===== src/rtl/iob_rom_stream_if.sv =====
// Bundles the ROM read port and the outgoing valid/ready stream of iob_rom_stream.
// The master side is the streamer; the slave side is the ROM plus stream sink.
interface iob_rom_stream_if #(
   parameter int DATA_W = 32,
   parameter int ADDR_W = 11
);
   logic              rom_r_en;
   logic [ADDR_W-1:0] rom_addr;
   logic [DATA_W-1:0] rom_r_data;
   logic [DATA_W-1:0] m_data;
   logic              m_valid;
   logic              m_ready;

   modport master (
      output rom_r_en, rom_addr, m_data, m_valid,
      input  rom_r_data, m_ready
   );

   modport slave (
      input  rom_r_en, rom_addr, m_data, m_valid,
      output rom_r_data, m_ready
   );
endinterface


===== src/rtl/iob_rom_stream.sv =====
// Burst reader: streams len consecutive ROM words from start_addr over valid/ready,
// using a 2-entry buffer plus credit check to cover the ROM's 1-cycle read latency.
module iob_rom_stream #(
   parameter int DATA_W = 32,
   parameter int ADDR_W = 11
) (
   input  logic              clk,
   input  logic              rst,
   input  logic              start,
   input  logic [ADDR_W-1:0] start_addr,
   input  logic [ADDR_W:0]   len,
   output logic              busy,
   output logic              done,
   iob_rom_stream_if.master  bus
);

   localparam logic [1:0] ST_IDLE  = 2'd0;
   localparam logic [1:0] ST_RUN   = 2'd1;
   localparam logic [1:0] ST_DRAIN = 2'd2;

   localparam logic [ADDR_W-1:0] ADDR_ONE = {{(ADDR_W-1){1'b0}}, 1'b1};
   localparam logic [ADDR_W:0]   LEN_ONE  = {{ADDR_W{1'b0}}, 1'b1};

   logic [1:0]        state;
   logic [ADDR_W:0]   remaining;
   logic [ADDR_W-1:0] next_addr;
   logic [ADDR_W-1:0] last_addr;
   logic              rd_pending;
   logic [DATA_W-1:0] fifo_mem [2];
   logic              wr_ptr;
   logic              rd_ptr;
   logic [1:0]        fifo_count;
   logic              pop;
   logic              push;
   logic              issue;
   logic [2:0]        credit;

   // A read issued now lands in the buffer one cycle later, so count words
   // already buffered plus the one in flight, minus the one leaving this cycle.
   assign pop    = (fifo_count != 2'd0) && bus.m_ready;
   assign push   = rd_pending;
   assign credit = {1'b0, fifo_count} + {2'b00, rd_pending} - {2'b00, pop};
   assign issue  = (state == ST_RUN) && (remaining != '0) && (credit < 3'd2);

   assign bus.rom_r_en = issue;
   assign bus.rom_addr = issue ? next_addr : last_addr;
   assign bus.m_valid  = (fifo_count != 2'd0);
   assign bus.m_data   = fifo_mem[rd_ptr];
   assign busy         = (state != ST_IDLE);

   always_ff @(posedge clk or posedge rst) begin
      if (rst) begin
         state     <= ST_IDLE;
         remaining <= '0;
         next_addr <= '0;
         last_addr <= '0;
         done      <= 1'b0;
      end else begin
         done <= 1'b0;
         case (state)
            ST_IDLE: begin
               if (start) begin
                  if (len != '0) begin
                     state     <= ST_RUN;
                     remaining <= len;
                     next_addr <= start_addr;
                  end else begin
                     done <= 1'b1;
                  end
               end
            end
            ST_RUN: begin
               if (issue) begin
                  remaining <= remaining - LEN_ONE;
                  next_addr <= next_addr + ADDR_ONE;
                  last_addr <= next_addr;
                  if (remaining == LEN_ONE) begin
                     state <= ST_DRAIN;
                  end
               end
            end
            ST_DRAIN: begin
               // Last word leaves when nothing is in flight and only one word remains.
               if (pop && (fifo_count == 2'd1) && !rd_pending) begin
                  state <= ST_IDLE;
                  done  <= 1'b1;
               end
            end
            default: state <= ST_IDLE;
         endcase
      end
   end

   always_ff @(posedge clk or posedge rst) begin
      if (rst) begin
         rd_pending <= 1'b0;
      end else begin
         rd_pending <= issue;
      end
   end

   always_ff @(posedge clk or posedge rst) begin
      if (rst) begin
         fifo_mem[0] <= '0;
         fifo_mem[1] <= '0;
         wr_ptr      <= 1'b0;
         rd_ptr      <= 1'b0;
         fifo_count  <= 2'd0;
      end else begin
         if (push) begin
            fifo_mem[wr_ptr] <= bus.rom_r_data;
            wr_ptr           <= ~wr_ptr;
         end
         if (pop) begin
            rd_ptr <= ~rd_ptr;
         end
         case ({push, pop})
            2'b10:   fifo_count <= fifo_count + 2'd1;
            2'b01:   fifo_count <= fifo_count - 2'd1;
            default: fifo_count <= fifo_count;
         endcase
      end
   end

endmodule


===== src/flat_wrapper.sv =====
// flat-port wrapper written by rule: the top's interface ports become plain ports
module iob_rom_stream_flat 
#(
   parameter int DATA_W = 32,
   parameter int ADDR_W = 11
)
  (clk, rst, start, start_addr, len, busy, done, bus_rom_r_en, bus_rom_addr, bus_m_data, bus_m_valid, bus_rom_r_data, bus_m_ready);
  iob_rom_stream_if #(.DATA_W(DATA_W), .ADDR_W(ADDR_W)) bus_i ();
  input  logic clk;
  input  logic rst;
  input  logic start;
  input  logic [ADDR_W-1:0] start_addr;
  input  logic [ADDR_W:0] len;
  output logic busy;
  output logic done;
  output wire logic [$bits(bus_i.rom_r_en)-1:0] bus_rom_r_en;
  output wire logic [$bits(bus_i.rom_addr)-1:0] bus_rom_addr;
  output wire logic [$bits(bus_i.m_data)-1:0] bus_m_data;
  output wire logic [$bits(bus_i.m_valid)-1:0] bus_m_valid;
  input wire logic [$bits(bus_i.rom_r_data)-1:0] bus_rom_r_data;
  input wire logic [$bits(bus_i.m_ready)-1:0] bus_m_ready;
  assign bus_rom_r_en = bus_i.rom_r_en;
  assign bus_rom_addr = bus_i.rom_addr;
  assign bus_m_data = bus_i.m_data;
  assign bus_m_valid = bus_i.m_valid;
  assign bus_i.rom_r_data = bus_rom_r_data;
  assign bus_i.m_ready = bus_m_ready;
  iob_rom_stream #(.DATA_W(DATA_W), .ADDR_W(ADDR_W)) u_core (.clk(clk), .rst(rst), .start(start), .start_addr(start_addr), .len(len), .busy(busy), .done(done), .bus(bus_i));
endmodule

===== config.mk =====
export PLATFORM = sky130hd
export DESIGN_NAME = iob_rom_stream_flat
export DESIGN_NICKNAME = d
export VERILOG_FILES = /design/src/rtl/iob_rom_stream_if.sv /design/src/rtl/iob_rom_stream.sv /design/src/flat_wrapper.sv
export SDC_FILE = /design/constraint.sdc
export NUM_CORES = 1
export LEC_CHECK = 0
export BUFFER_PORTS_ARGS = -buffer_cell sky130_fd_sc_hd__buf_4
export CELL_PAD_IN_SITES_DETAIL_PLACEMENT = 1
export CELL_PAD_IN_SITES_GLOBAL_PLACEMENT = 2
export CORE_UTILIZATION = 37
export CTS_BUF_LIST = sky130_fd_sc_hd__clkbuf_4
export DETAILED_ROUTE_END_ITERATION = 10
export PLACE_DENSITY = 0.92
export SYNTH_ARGS = -nofsm -noshare
export SYNTH_HDL_FRONTEND = slang
export SYNTH_SLANG_ARGS = --single-unit

===== constraint.sdc =====
create_clock -name clk -period 3.53 [get_ports clk]
set_input_delay 0.353 -clock clk [delete_from_list [all_inputs] [get_ports clk]]
set_output_delay 0.353 -clock clk [all_outputs]
set_load 0.005 [all_outputs]

## After elaboration in Yosys (flattened, before gate mapping)

Cells that the tools add are included.

| cells by class | value |
|---|---|
| add/sub/neg operators | 6 |
| reductions and logical operators | 16 |
| eq/ne operators | 11 |
| $mul | 0 |
| div/mod/pow operators | 0 |
| bitwise operators | 4 |
| magnitude comparators | 4 |
| mux-type cells | 26 |
| shift-type cells | 0 |

Operator list:

| kind | number |
|---|---|
| 32-bit two-way mux | 4 |
| 64-bit bitwise mux | 1 |
| 11-bit two-way mux | 4 |
| 12-bit two-way mux | 3 |
| 32-bit demux with 1-bit select | 1 |
| 12-bit case mux with 2 select lines | 1 |
| 12-bit nonzero test | 2 |
| 11-bit case mux with 2 select lines | 1 |
| 12-bit by 1-bit == test with 1-bit output (second input constant) | 1 |
| 12-bit by 1-bit subtractor with 12-bit output (second input constant) | 1 |
| 11-bit by 1-bit adder with 11-bit output (second input constant) | 1 |
| 2-bit two-way mux | 5 |
| 2-bit nonzero test | 4 |
| 2-bit by 1-bit == test with 1-bit output (second input constant) | 3 |
| 1-bit logical AND | 6 |
| 2-bit by 1-bit inequality test with 1-bit output (second input constant) | 3 |
| 2-bit case mux with 3 select lines | 1 |
| 5-bit AND reduction | 1 |
| 2-bit == test (second input constant) | 2 |
| 2-bit greater-or-equal comparator (second input constant) | 2 |
| 2-bit inequality test (second input constant) | 2 |
| 1-bit NOT with 2-bit output | 2 |
| 2-bit case mux with 2 select lines | 1 |
| 4-bit AND reduction | 1 |
| 11 further kinds | 14 |

| storage, ports and cells | value |
|---|---|
| register bits | 106 |
| bits in latches | 0 |
| memory bits (read-only) | 0 |
| memories | 0 |
| memory bits (writable) | 0 |
| output and inout bits | 47 |

## Depth between registers and ports, before layout

Gate-level depths: netlist of run 1.

| logic depth | value |
|---|---|
| depth in word-level cells | 7 |
| depth in mapped cells | 14 |
| gate-level depth less buffers | 11 |

## Worst setup path before layout of run 1

Ideal clock, no wire load.

| timing | value |
|---|---|
| path type | register to output |
| start | register u_core.fifo_count[1] |
| end | output bus_rom_addr[0] |
| data arrival time | 2906 ps |
| path slack | 271 ps |
| data required time | 3177 ps |
| cell stages (with the launch flop) | 13 |
| path through | dfrtp_1 > inv_1 > ha_1 > nand2b_1 > clkbuf_1 > xnor2_1 > nand2b_1 > fa_1 > xor2_1 > nand3b_1 > a31oi_2 > buf_6 > mux2_2 |

| on the way | value |
|---|---|
| word-level cells in the longest chain between the ends | 6 |
| elaborated cells between the ends (all ways) | 7 |

RTL lines:

| element | line | text |
|---|---|---|
| start: declaration | iob_rom_stream.sv:32 | `logic [1:0] fifo_count;` |
| start signal: assignment | iob_rom_stream.sv:118 | `2'b10: fifo_count <= fifo_count + 2'd1;` |
| start signal: assignment | iob_rom_stream.sv:119 | `2'b01: fifo_count <= fifo_count - 2'd1;` |
| start signal: assignment | iob_rom_stream.sv:120 | `default: fifo_count <= fifo_count;` |
| parallel branches: the longest is 2 deep, another holds 2-bit by 1-bit adder with 3-bit output | - |  |
| 3-bit by 1-bit subtractor with 3-bit output (*) | iob_rom_stream.sv:42 | `assign credit = {1'b0, fifo_count} + {2'b00, rd_pending} - {2'b00, pop};` |
| 3-bit by 2-bit < comparator with 1-bit output (*) | iob_rom_stream.sv:43 | `assign issue = (state == ST_RUN) && (remaining != '0) && (credit < 3'd2);` |
| 1-bit logical AND (*) | iob_rom_stream.sv:43 |  |
| net bus_rom_r_en | flat_wrapper.sv:16 | `output wire logic [$bits(bus_i.rom_r_en)-1:0] bus_rom_r_en;` |
| 11-bit two-way mux (*) | - |  |
| end: declaration | flat_wrapper.sv:17 | `output wire logic [$bits(bus_i.rom_addr)-1:0] bus_rom_addr;` |

Mark *: on every way through the listed nets, which the timed path passes.

## Worst setup path after layout of run 1

| timing | value |
|---|---|
| start | register u_core.fifo_count[1] |
| end | output bus_rom_addr[9] |

| on the way | value |
|---|---|
| word-level cells in the longest chain between the ends | 6 |
| elaborated cells between the ends (all ways) | 7 |

RTL lines:

| element | line |
|---|---|
| parallel branches: the longest is 2 deep, another holds 2-bit by 1-bit adder with 3-bit output | - |
| 3-bit by 1-bit subtractor with 3-bit output (*) | iob_rom_stream.sv:42 |
| 3-bit by 2-bit < comparator with 1-bit output (*) | iob_rom_stream.sv:43 |
| 1-bit logical AND (*) | iob_rom_stream.sv:43 |
| 11-bit two-way mux (*) | - |

Every way passes the cells marked *.

==> metrics.md, run 1 <==
| Metric | Value |
|---|---|
| Status | `finished, violations left` |
| Failing checks | `setup timing` |
| I/O Pins | `106` |
| CTS tree | `yes` |
| Routability-driven placement congestion ratio | `0.775` |
| Maximum root-to-sink buffer count | `2` |
| Type of the worst min-delay path | `in -> reg` |
| Placed cell areas | `6180 µm²` |
| Clk slew on worst S/H paths | `180 ps` |
| Drt first pass iters | `4` |
| Switching Fraction | `36.0%` |
| Max frequency | `281 MHz` |
| Slowest cell on the critical path | `dfrtp_1` |
| Total Wirelength | `about 14000 µm` |
| Die Wd | `121 µm` |
| Pins over their slew limit | `0` |
| FF+latch count, synth | `~110` |
| Post-Layout Cell Count | `735` |
| DRT iter0 DRCs | `168` |
| Top_reg_cell synth | `dfrtp_1` |
| Diodes inserted | `0` |
| Synth area leaders | `dfrtp_1 (51%), mux2_2 (25%), a21oi_1 (2.6%)` |
| Critical path required time | `3180 ps` |
| Max transition margin | `between 30% and 40%` |
| FF-to-FF path depth | `14` |
| Synth cell types | `44` |
| Crit-path max cell delay | `410 ps` |
| Largest area contributor in the netlist | `dfrtp_1` |
| TritonCTS buffer count | `9` |
| GRT Total Usage | `19.7%` |
| Initial antenna violation count | `0` |
| Startpoint types | `flip-flop` |
| Final net count | `approximately 620` |
| H-tree levels | `3` |
| Worst-path cell chain | `inv_2 -> ha_4 -> nand2b_4 -> xnor2_4 -> nand2b_4 -> fa_2 -> xor2_2 -> nand3b_1 -> a31oi_4 -> buf_6 -> mux2_4 -> buf_6` |
| Net Switching | `roughly 2.6 mW` |
| GR Overflow Total | `0` |
| Via density | `5.28` |
| Top cell type's share of synthesized area | `50.9%` |
| Largest net degree at the start of global routing | `59` |
| Part of the power in registers | `30.8%` |
| Synth-to-layout area growth | `28.8%` |
| Commonest non-fill, non-tap cell in the layout | `buf_4` |
| Internal Pwr Total | `~4.7 mW` |
| Die height | `between 100 and 150 µm` |
| Final hold vios | `0` |
| WP buf/inv | `3` |
| Root Buffer | `clkbuf_4` |
| Static leakage | `around 3 nW` |
| Slew @ Worst Pin | `998 ps` |
| Period minus WS final | `3560 ps` |
| Fin area | `6710 µm²` |
| Share of cells above drive strength 1 | `50.4%` |
| Setup WS post-layout | `-31.0 ps` |
| Clock power frac | `a little over a tenth` |
| Power per cell area | `1090 nW/µm²` |
| Yosys warns | `0` |
| Clock latency on the worst-skew pair | `500 ps` |
| Post-Syn Area | `roughly 5200 µm²` |
| Post-synthesis cell count | `432` |
| Vias in the first global route | `about 4200` |
| Util after Layout | `approximately 50%` |
| Via count | `3880` |
| Syn_area_per_cell | `12.1 µm²` |
| Gate power share | `between 50% and 60%` |
| Register area | `2650 µm²` |
| Seq/Total Area, Yosys | `50.9%` |
| Starting density of the core | `38.6%` |
| HPWL Detailed | `8830 µm` |
| Global-route wire length before repair | `22000 µm` |
| Final setup vio count | `9` |
| Row cnt | `42` |
| Setup WS pre-CTS | `155 ps` |
| RSZ-0062 raised after global routing | `true` |
| Max-Cap Viols | `0` |
| Worst Setup Path Type | `reg -> out` |
| Placed insts | `698` |
| WHS Path Cells | `2` |
| Family with the most delay on the worst path | `simple AND/OR/NAND/NOR gates` |
| Crit end category | `output port` |
| Clock Skew | `approximately 23 ps` |
| Most frequent cells in the layout | `buf_4 (120), dfrtp_1 (106), mux2_2 (105)` |
| Multi-input combinational cell area | `2480 µm²` |
| Filler Cell Count | `1416` |
| Post-synthesis async set-or-reset flop share | `100%` |
| DRT antenna net count | `0` |
| Final Cycle Share | `101%` |
| Number of remaining DRC errors | `0` |
| CP Max Fanout | `6` |
| Syn_nets | `497` |
| Avg WL per Cell | `18.4 µm` |
| Arrival @ worst endpoint | `3210 ps` |
| Peak supply drop | `about 0.0006 V` |
| Die area | `14600 µm²` |
| IO buf count | `105` |
| Clock sinks | `106` |
| Core area | `13500 µm²` |
| Crit path depth | `12` |
| EDFF count, synth | `0` |
## power groups by stage
stage | registers [mW] | clock network (mW) | logic (mW)
finish | 2.26 | 0.783 | 4.28
global route | 2.34 | 0.855 | 4.61
CTS | 2.26 | 0.808 | 4.22
detailed placement | 2.28 | 0 | 3.48
global placement | 2.22 | 0 | 3.35
floorplan | 2.12 | 0 | 2.32
## through the flow
| stage | TNS [ps] | power [mW] | hold WS [ps] |
|---|---|---|---|
| 6_report | -169 | 7.33 | 78.8 |
| 5_1_grt | -1860 | 7.81 | 32.5 |
| 4_1_cts | -1200 | 7.28 | 35.9 |
| 3_5_place_dp | 0 | 5.76 | 468 |
| 3_3_place_gp | 0 | 5.57 | 465 |
| 2_1_floorplan | 0 | 4.44 | 452 |
## cell families after synthesis
family	count (synthesis)	synth area share, %
buffers and inverters	36	3.46
flip-flops	106	50.9
AND/OR/NAND/NOR	88	9.20
adder cells (fa/ha/maj)	6	1.59
AO/OA/AOI/OAI	72	8.29
XOR/XNOR	6	1.01
multiplexers	118	25.5
## Yosys cell counts, types with 6 or more instances
master,count
o22ai_1,7
clkbuf_1,13
mux2_2,116
o21ai_0,17
dfrtp_1,106
inv_1,10
nor2_1,17
nand2_1,27
a21oi_1,27
buf_2,6
nor4_1,6
nand2b_1,6
## final timing paths
check / startpoint / endpoint / slack (ps)
worst max-delay path: u_core.fifo_count[1]$_DFFE_PP0P_ / bus_rom_addr[9] / -30
worst min-delay path: bus_rom_r_data[23] / u_core.fifo_mem[55]$_DFFE_PP0P_ / 80
worst max register to register: u_core.fifo_count[1]$_DFFE_PP0P_ / u_core.last_addr[10]$_DFFE_PP0P_ / 320
worst min register to register: u_core.rd_ptr$_DFFE_PP0P_ / u_core.rd_ptr$_DFFE_PP0P_ / 490
max in group asynchronous: rst / u_core.fifo_mem[5]$_DFFE_PP0P_ / 2150
min in group asynchronous: rst / u_core.fifo_mem[55]$_DFFE_PP0P_ / 540
## area by class of cell
cell class	count	area share, %
Clock buffer	9	1.01
Timing Repair Buffer	137	16.8
Multi-Input combinational cell	290	37.0
Sequential cell	106	39.6
Tap cell	176	3.28
Inverter	10	0.597
Clock inverter	7	1.77
## registers in the layout (all words and copies together) (netlist names)
signal             count
u_core.last_addr      11
u_core.remaining      12
u_core.done            1
u_core.state           2
u_core.fifo_count      2
u_core.push            1
u_core.next_addr      11
u_core.rd_ptr          1
u_core.wr_ptr          1
u_core.fifo_mem       64
## per-layer routing
| metal | GRT usage (%) | wire length (µm) | share of wire (%) | up-vias |
|---|---|---|---|---|
| met2 | 33.4 | 6750 | 50 | 85 |
| li1 | - | - | - | 1797 |
| met4 | 6.64 | 198 | 1.5 | 0 |
| met3 | 3.30 | 436 | 3.2 | 18 |
| met1 | 25.4 | 6150 | 45 | 1980 |
| met5 | 0 | 0 | 0 | - |
## timing repair
action	4_1_cts	5_1_grt
hold endpoints to repair	55	0
hold buffers	1	0
pin swaps	3	2
setup buffers	11	9
gates resized for setup	31	7
cloned	2	0
endpoints found under the setup margin	12	11
## worst register-to-register path, stage by stage, from the launching register on
cell       delay [ps]
dfrtp_1           410
inv_2              60
ha_4              150
nand2b_4          160
xnor2_4           140
nand2b_4          150
fa_2              350
xor2_2            160
nand3b_1          250
a31oi_4           270
buf_6             180
buf_4             120
buf_4             110
bufbuf_16         280
mux2_2            330
No activity file was read; power rests on OpenSTA's default activity.
==> run 2, diff against run 1 <==
--- a/config.mk
+++ b/config.mk
@@ -10,8 +10,9 @@
 export CELL_PAD_IN_SITES_GLOBAL_PLACEMENT = 2
 export CORE_UTILIZATION = 37
 export CTS_BUF_LIST = sky130_fd_sc_hd__clkbuf_4
+export CTS_CLUSTER_SIZE = 14
 export DETAILED_ROUTE_END_ITERATION = 10
-export PLACE_DENSITY = 0.92
+export PLACE_DENSITY = 0.81
 export SYNTH_ARGS = -nofsm -noshare
 export SYNTH_HDL_FRONTEND = slang
 export SYNTH_SLANG_ARGS = --single-unit
==> constraint.sdc (replaced) <==
create_clock -name clk -period 3.53 [get_ports clk]
set_input_delay 1.059 -clock clk [delete_from_list [all_inputs] [get_ports clk]]
set_output_delay 1.059 -clock clk [all_outputs]
set_load 0.005 [all_outputs]
==> metrics.md, run 2 (same netlist as run 1, synthesis figures left out) <==
| Metric | Value |
|---|---|
| IO buf count | `105 (unchanged)` |
| Row cnt | `42 (unchanged)` |
| DRT iter0 DRCs | `142 (-15%)` |
| Power per cell area | `1070 nW/µm² (-2.1%)` |
| Placed cell areas | `6340 µm² (+2.5%)` |
| Total Wirelength | `13100 µm (-3.5%)` |
| Clock Skew | `13.5 ps (-9.07 ps)` |
| Maximum root-to-sink buffer count | `2 (unchanged)` |
| Max transition margin | `37.9% (+4.4 points)` |
| Family with the most delay on the worst path | `adder cells` |
| I/O Pins | `106 (unchanged)` |
| Final setup vio count | `12 (+3)` |
| Final net count | `617 (-0.32%)` |
| Avg WL per Cell | `17.8 µm (-3.5%)` |
| Number of remaining DRC errors | `0 (unchanged)` |
| Max-Cap Viols | `0 (unchanged)` |
| RSZ-0062 raised after global routing | `true` |
| Gate power share | `59.3% (+0.8 points)` |
| Via count | `3827 (-1.4%)` |
| Clk slew on worst S/H paths | `170 ps (about the same)` |
| Die area | `14600 µm² (unchanged)` |
| Global-route wire length before repair | `21400 µm (-2.7%)` |
| Largest net degree at the start of global routing | `107 (+81%)` |
| Most frequent cells in the layout | `buf_4 (116), dfrtp_1 (106), mux2_2 (105)` |
| TritonCTS buffer count | `9 (unchanged)` |
| CP Max Fanout | `4 (-2)` |
| Setup WS post-layout | `-780 ps (-749 ps)` |
| Die Wd | `121 µm (unchanged)` |
| WHS | `499 ps (+420 ps)` |
| DR top layer | `met4` |
| Status | `finished, violations left` |
| Share of cells above drive strength 1 | `50.4% (about the same)` |
| WP buf/inv | `4 (+1)` |
| Peak supply drop | `0.000445 V (-27%)` |
| CTS tree | `yes` |
| Critical path required time | `2470 ps (-710 ps)` |
| Routed met1 length | `5500 µm (-11%)` |
| DRT antenna net count | `0 (unchanged)` |
| Fin area | `6680 µm² (-0.43%)` |
| Type of the worst min-delay path | `reg -> reg` |
| Slowest cell on the critical path | `dfrtp_1` |
| Crit-path max cell delay | `410 ps (about the same)` |
| Met2 WL | `6790 µm (+0.55%)` |
| Clock latency on the worst-skew pair | `490 ps (about the same)` |
| GRT Total Usage | `19.1% (-0.52 points)` |
| Clock power frac | `9.3% (-1.4 points)` |
| Net Switching | `2.58 mW (-2.4%)` |
| Period minus WS final | `4310 ps (+749 ps)` |
| Overall power | `7.14 mW (-2.6%)` |
| Vias in the first global route | `4204 (+0.31%)` |
| Arrival @ worst endpoint | `3250 ps (+40 ps)` |
| Part of the power in registers | `31.4% (+0.6 points)` |
| Setup WS pre-CTS | `-681 ps (-836 ps)` |
| Static leakage | `2.97 nW (-0.81%)` |
| HPWL Detailed | `8750 µm (-0.92%)` |
| Worst-path cell chain | `inv_2 -> ha_4 -> nand2b_4 -> xnor2_4 -> nand2b_4 -> fa_2 -> xor2_2 -> nand3b_1 -> a31oi_4 -> buf_6 -> clkbuf_16 -> mux2_4 -> buf_6` |
| Initial antenna violation count | `1 (+1)` |
| Switching Fraction | `36.1% (+0.072 points)` |
| Die height | `121 µm (unchanged)` |
| Internal Pwr Total | `4.56 mW (-2.7%)` |
| Largest registers | `u_core.fifo_mem x64, u_core.remaining x12` |
| Pins over their slew limit | `0 (unchanged)` |
| Clock sinks | `106 (unchanged)` |
| Biggest register | `u_core.fifo_mem` |
| Commonest non-fill, non-tap cell in the layout | `buf_4` |
| Slew @ Worst Pin | `931 ps (-66.7 ps)` |
| Worst Setup Path Type | `reg -> out` |
| GR Overflow Total | `0 (unchanged)` |
| Max frequency | `232 MHz (-17%)` |
| Max reg flops | `64 (unchanged)` |
| H-tree levels | `3 (unchanged)` |
| Startpoint types | `flip-flop` |
| Starting density of the core | `38.6% (unchanged)` |
| Routability-driven placement congestion ratio | `0.745 (-4.0%)` |
| Root Buffer | `clkbuf_4` |
| Final hold vios | `0 (unchanged)` |
| Core area | `13500 µm² (unchanged)` |
| Final Cycle Share | `122% (+21 points)` |
| Failing checks | `setup timing` |
| Metal3 WL | `605 µm (+39%)` |
| Crit end category | `output port` |
| Drt first pass iters | `4 (unchanged)` |
| Via density | `5.21 (-1.4%)` |
| Synth-to-layout area growth | `28.2%` |
==> run 2: metal layers <==
| metal | track usage [%] | vias to the layer above |
|---|---|---|
| met1 | 22.7 | 1936 |
| met5 | 0 | - |
| met4 | 5.48 | 0 |
| met3 | 5.05 | 14 |
| met2 | 33.9 | 81 |
| li1 | - | 1796 |
==> run 2: final cells by class <==
class                           count  area (µm²)
Inverter                           10        41.3
Multi-Input combinational cell    290        2480
Tap cell                          176         220
Clock buffer                        9        67.6
Sequential cell                   106        2650
Antenna cell                        2        5.00
Fill cell                        1426        6830
Timing Repair Buffer              135        1120
Clock inverter                      7        83.8
==> run 2: through the flow <==
step                      std cells  utilization (%)  TNS [ps]
after floorplan                 432                -     -6420
after detailed placement        705             46.9     -7680
after global routing            734             49.4    -10800
final                           735             49.4     -8720
after global placement          705             46.9     -7460
after CTS                       729             49.1     -8970
==> run 2: path summary, 6_finish.rpt <==
kind	from	end	slack [ps]	depth (start not counted)
max reg2reg	u_core.fifo_count[0]$_DFFE_PP0P_	u_core.remaining[9]$_DFFE_PP0P_	490	14
max	u_core.fifo_count[0]$_DFFE_PP0P_	bus_rom_addr[0]	-780	13
max in group asynchronous	rst	u_core.remaining[11]$_DFFE_PP0P_	2370	3
min reg2reg	u_core.wr_ptr$_DFFE_PP0P_	u_core.wr_ptr$_DFFE_PP0P_	500	1
min in group asynchronous	rst	u_core.next_addr[6]$_DFFE_PP0P_	690	3
min	u_core.wr_ptr$_DFFE_PP0P_	u_core.wr_ptr$_DFFE_PP0P_	500	1
==> run 2: repair_timing <==
action | 4_1_cts | 5_1_grt
cloned | 1 | 1
hold buffers | 0 | 0
endpoints found under the setup margin | 12 | 12
resized for setup | 20 | 1
setup buffers | 7 | 4
pin swaps | 0 | 4
==> run 2: power groups by stage <==
stage                     Clock (mW)  Combinational, mW  Sequential, mW
after floorplan                    0               2.49            2.12
after global placement             0               3.66            2.21
after detailed placement           0               3.76            2.27
after CTS                      0.707               4.22            2.24
after global routing           0.745               4.59            2.33
final                          0.667               4.23            2.24
==> run 3, diff against run 2 <==
--- a/config.mk
+++ b/config.mk
@@ -13,6 +13,7 @@
 export CTS_CLUSTER_SIZE = 14
 export DETAILED_ROUTE_END_ITERATION = 10
 export PLACE_DENSITY = 0.81
+export SETUP_SLACK_MARGIN = 0.15
 export SYNTH_ARGS = -nofsm -noshare
 export SYNTH_HDL_FRONTEND = slang
 export SYNTH_SLANG_ARGS = --single-unit
==> metrics.md, run 3 (same netlist as run 1, synthesis figures left out) <==
| Metric | Value |
|---|---|
| Worst-path cell chain | `inv_2 -> ha_4 -> nand2b_4 -> xnor2_4 -> nand2b_4 -> fa_2 -> xor2_2 -> nand3b_1 -> a31oi_4 -> buf_6 -> clkbuf_16 -> mux2_4 -> buf_6` |
| Commonest non-fill, non-tap cell in the layout | `buf_4` |
| Via density | `5.18 (-0.58%)` |
| Worst Setup Path Type | `reg -> out` |
| Final Cycle Share | `122% (about the same)` |
| Pins over their slew limit | `0 (unchanged)` |
| Largest registers | `u_core.fifo_mem x64, u_core.remaining x12` |
| Die area | `14600 µm² (unchanged)` |
| Clock sinks | `106 (unchanged)` |
| GR Overflow Total | `0 (unchanged)` |
| I/O Pins | `106 (unchanged)` |
| CTS tree | `yes` |
| H-tree levels | `3 (unchanged)` |
| Clock Skew | `13.8 ps (+0.380 ps)` |
| Most frequent cells in the layout | `buf_4 (116), dfrtp_1 (106), mux2_2 (105)` |
| Arrival @ worst endpoint | `3250 ps (about the same)` |
| Status | `finished, violations left` |
| Via count | `3810 (-0.44%)` |
| Synth-to-layout area growth | `28.7%` |
| Die Wd | `121 µm (unchanged)` |
| Crit-path max cell delay | `400 ps (about the same)` |
| GRT Total Usage | `19.1% (unchanged)` |
| Core area | `13500 µm² (unchanged)` |
| Largest net degree at the start of global routing | `107 (unchanged)` |
| Critical path required time | `2470 ps (about the same)` |
| Filler Cell Count | `1424 (-0.14%)` |
| Avg WL per Cell | `17.7 µm (-0.14%)` |
| Share of cells above drive strength 1 | `50.5% (+0.089 points)` |
| Startpoint types | `flip-flop` |
| DRT antenna net count | `0 (unchanged)` |
| Placed cell areas | `6340 µm² (unchanged)` |
| Setup WS pre-CTS | `-681 ps (unchanged)` |
| Vias in the first global route | `4204 (unchanged)` |
| Setup TNS | `-8890 ps (-176 ps)` |
| DRT iter0 DRCs | `148 (+4.2%)` |
| Slew @ Worst Pin | `924 ps (-7.23 ps)` |
| Routability-driven placement congestion ratio | `0.745 (unchanged)` |
| Final hold vios | `0 (unchanged)` |
| Number of remaining DRC errors | `0 (unchanged)` |
| Family with the most delay on the worst path | `adder cells` |
| Max-Cap Viols | `0 (unchanged)` |
| Row cnt | `42 (unchanged)` |
| TritonCTS buffer count | `9 (unchanged)` |
| Fin area | `6700 µm² (+0.41%)` |
| Overall power | `7.24 mW (+1.4%)` |
| Failing checks | `setup timing` |
| Final setup vio count | `12 (unchanged)` |
| Drt first pass iters | `4 (unchanged)` |
| Biggest register | `u_core.fifo_mem` |
| Final net count | `618 (+0.16%)` |
| Period minus WS final | `4310 ps (-0.491 ps)` |
| Power per cell area | `1080 nW/µm² (+0.95%)` |
| Max reg flops | `64 (unchanged)` |
| HPWL Detailed | `8750 µm (unchanged)` |
| IO buf count | `105 (unchanged)` |
| Initial antenna violation count | `1 (unchanged)` |
| Global-route wire length before repair | `21400 µm (unchanged)` |
| Setup WS post-layout | `-780 ps (+0.491 ps)` |
| Starting density of the core | `38.6% (unchanged)` |
| Peak supply drop | `0.000445 V (about the same)` |
| Slowest cell on the critical path | `dfrtp_1` |
| Max transition margin | `38.4% (+0.48 points)` |
| Maximum root-to-sink buffer count | `2 (unchanged)` |
| Root Buffer | `clkbuf_4` |
| CTS Hold Buffers Added | `0 (unchanged)` |
| Type of the worst min-delay path | `reg -> reg` |
| RSZ-0062 raised after global routing | `true` |
| Die height | `121 µm (unchanged)` |
| WP buf/inv | `4 (unchanged)` |
| Max frequency | `232 MHz (about the same)` |
| Total Wirelength | `13100 µm (about the same)` |
| Static leakage | `2.98 nW (+0.41%)` |
| CP Max Fanout | `4 (unchanged)` |
| Clock latency on the worst-skew pair | `490 ps (about the same)` |
| Crit end category | `output port` |
| Clk slew on worst S/H paths | `160 ps (about the same)` |
## run 3: worst register-to-register path, cell delays in order, from the launching register on
cell	delay, ps
dfrtp_1	400
inv_2	60
ha_4	150
nand2b_4	160
xnor2_4	130
nand2b_4	150
fa_2	390
xor2_2	160
nand3b_1	220
a31oi_4	210
buf_6	150
buf_16	110
buf_4	160
buf_4	160
mux2_2	330
## run 3: repair_timing
action,4_1_cts,5_1_grt
gates resized for setup,20,1
gates cloned,1,1
setup buffers,7,4
setup endpoints to repair,12,12
pin swaps,0,4
## run 3: metrics by stage
| stage | utilization [%] | hold slack [ps] | instances |
|---|---|---|---|
| after global placement | 46.9 | 467 | 705 |
| final | 49.6 | 497 | 736 |
| after detailed placement | 46.9 | 477 | 705 |
| after global routing | 49.6 | 516 | 735 |
| after floorplan | - | 452 | 432 |
| after CTS | 49.1 | 501 | 729 |
## run 3: worst paths after layout
kind	to	cells after the start	from	slack, ps
setup / recovery	bus_rom_addr[0]	13	u_core.fifo_count[0]$_DFFE_PP0P_	-780
hold / removal	u_core.wr_ptr$_DFFE_PP0P_	1	u_core.wr_ptr$_DFFE_PP0P_	500
setup reg to reg	u_core.last_addr[4]$_DFFE_PP0P_	14	u_core.fifo_count[0]$_DFFE_PP0P_	490
hold reg to reg	u_core.wr_ptr$_DFFE_PP0P_	1	u_core.wr_ptr$_DFFE_PP0P_	500
max in group asynchronous	u_core.remaining[11]$_DFFE_PP0P_	3	rst	2380
min in group asynchronous	u_core.next_addr[6]$_DFFE_PP0P_	3	rst	690
## run 3: layout make-up
class / count / area, µm² / share of cell area, %
Sequential cell: 106 / 2650 / 39.6
Multi-Input combinational cell: 290 / 2480 / 37.0
Timing Repair Buffer: 136 / 1150 / 17.2
Tap cell: 176 / 220 / 3.28
Clock inverter: 7 / 83.8 / 1.25
Clock buffer: 9 / 67.6 / 1.01
Inverter: 10 / 41.3 / 0.616
Antenna cell: 2 / 5.00 / 0.0747
## run 3: power breakdown
group	internal [mW]	switching, mW	leakage [nW]
logic	2.60	1.73	1.64
registers	1.81	0.430	1.26
clock network	0.231	0.433	0.0847
total	4.64	2.59	2.98
## run 3: layer usage
metal | global-route usage [%] | vias to the layer above | share of wire (%)
li1 | - | 1797 | -
met3 | 5.05 | 16 | 4.4
met4 | 5.48 | 0 | 1.3
met5 | 0 | - | 0
met1 | 22.7 | 1918 | 42
met2 | 33.9 | 79 | 52
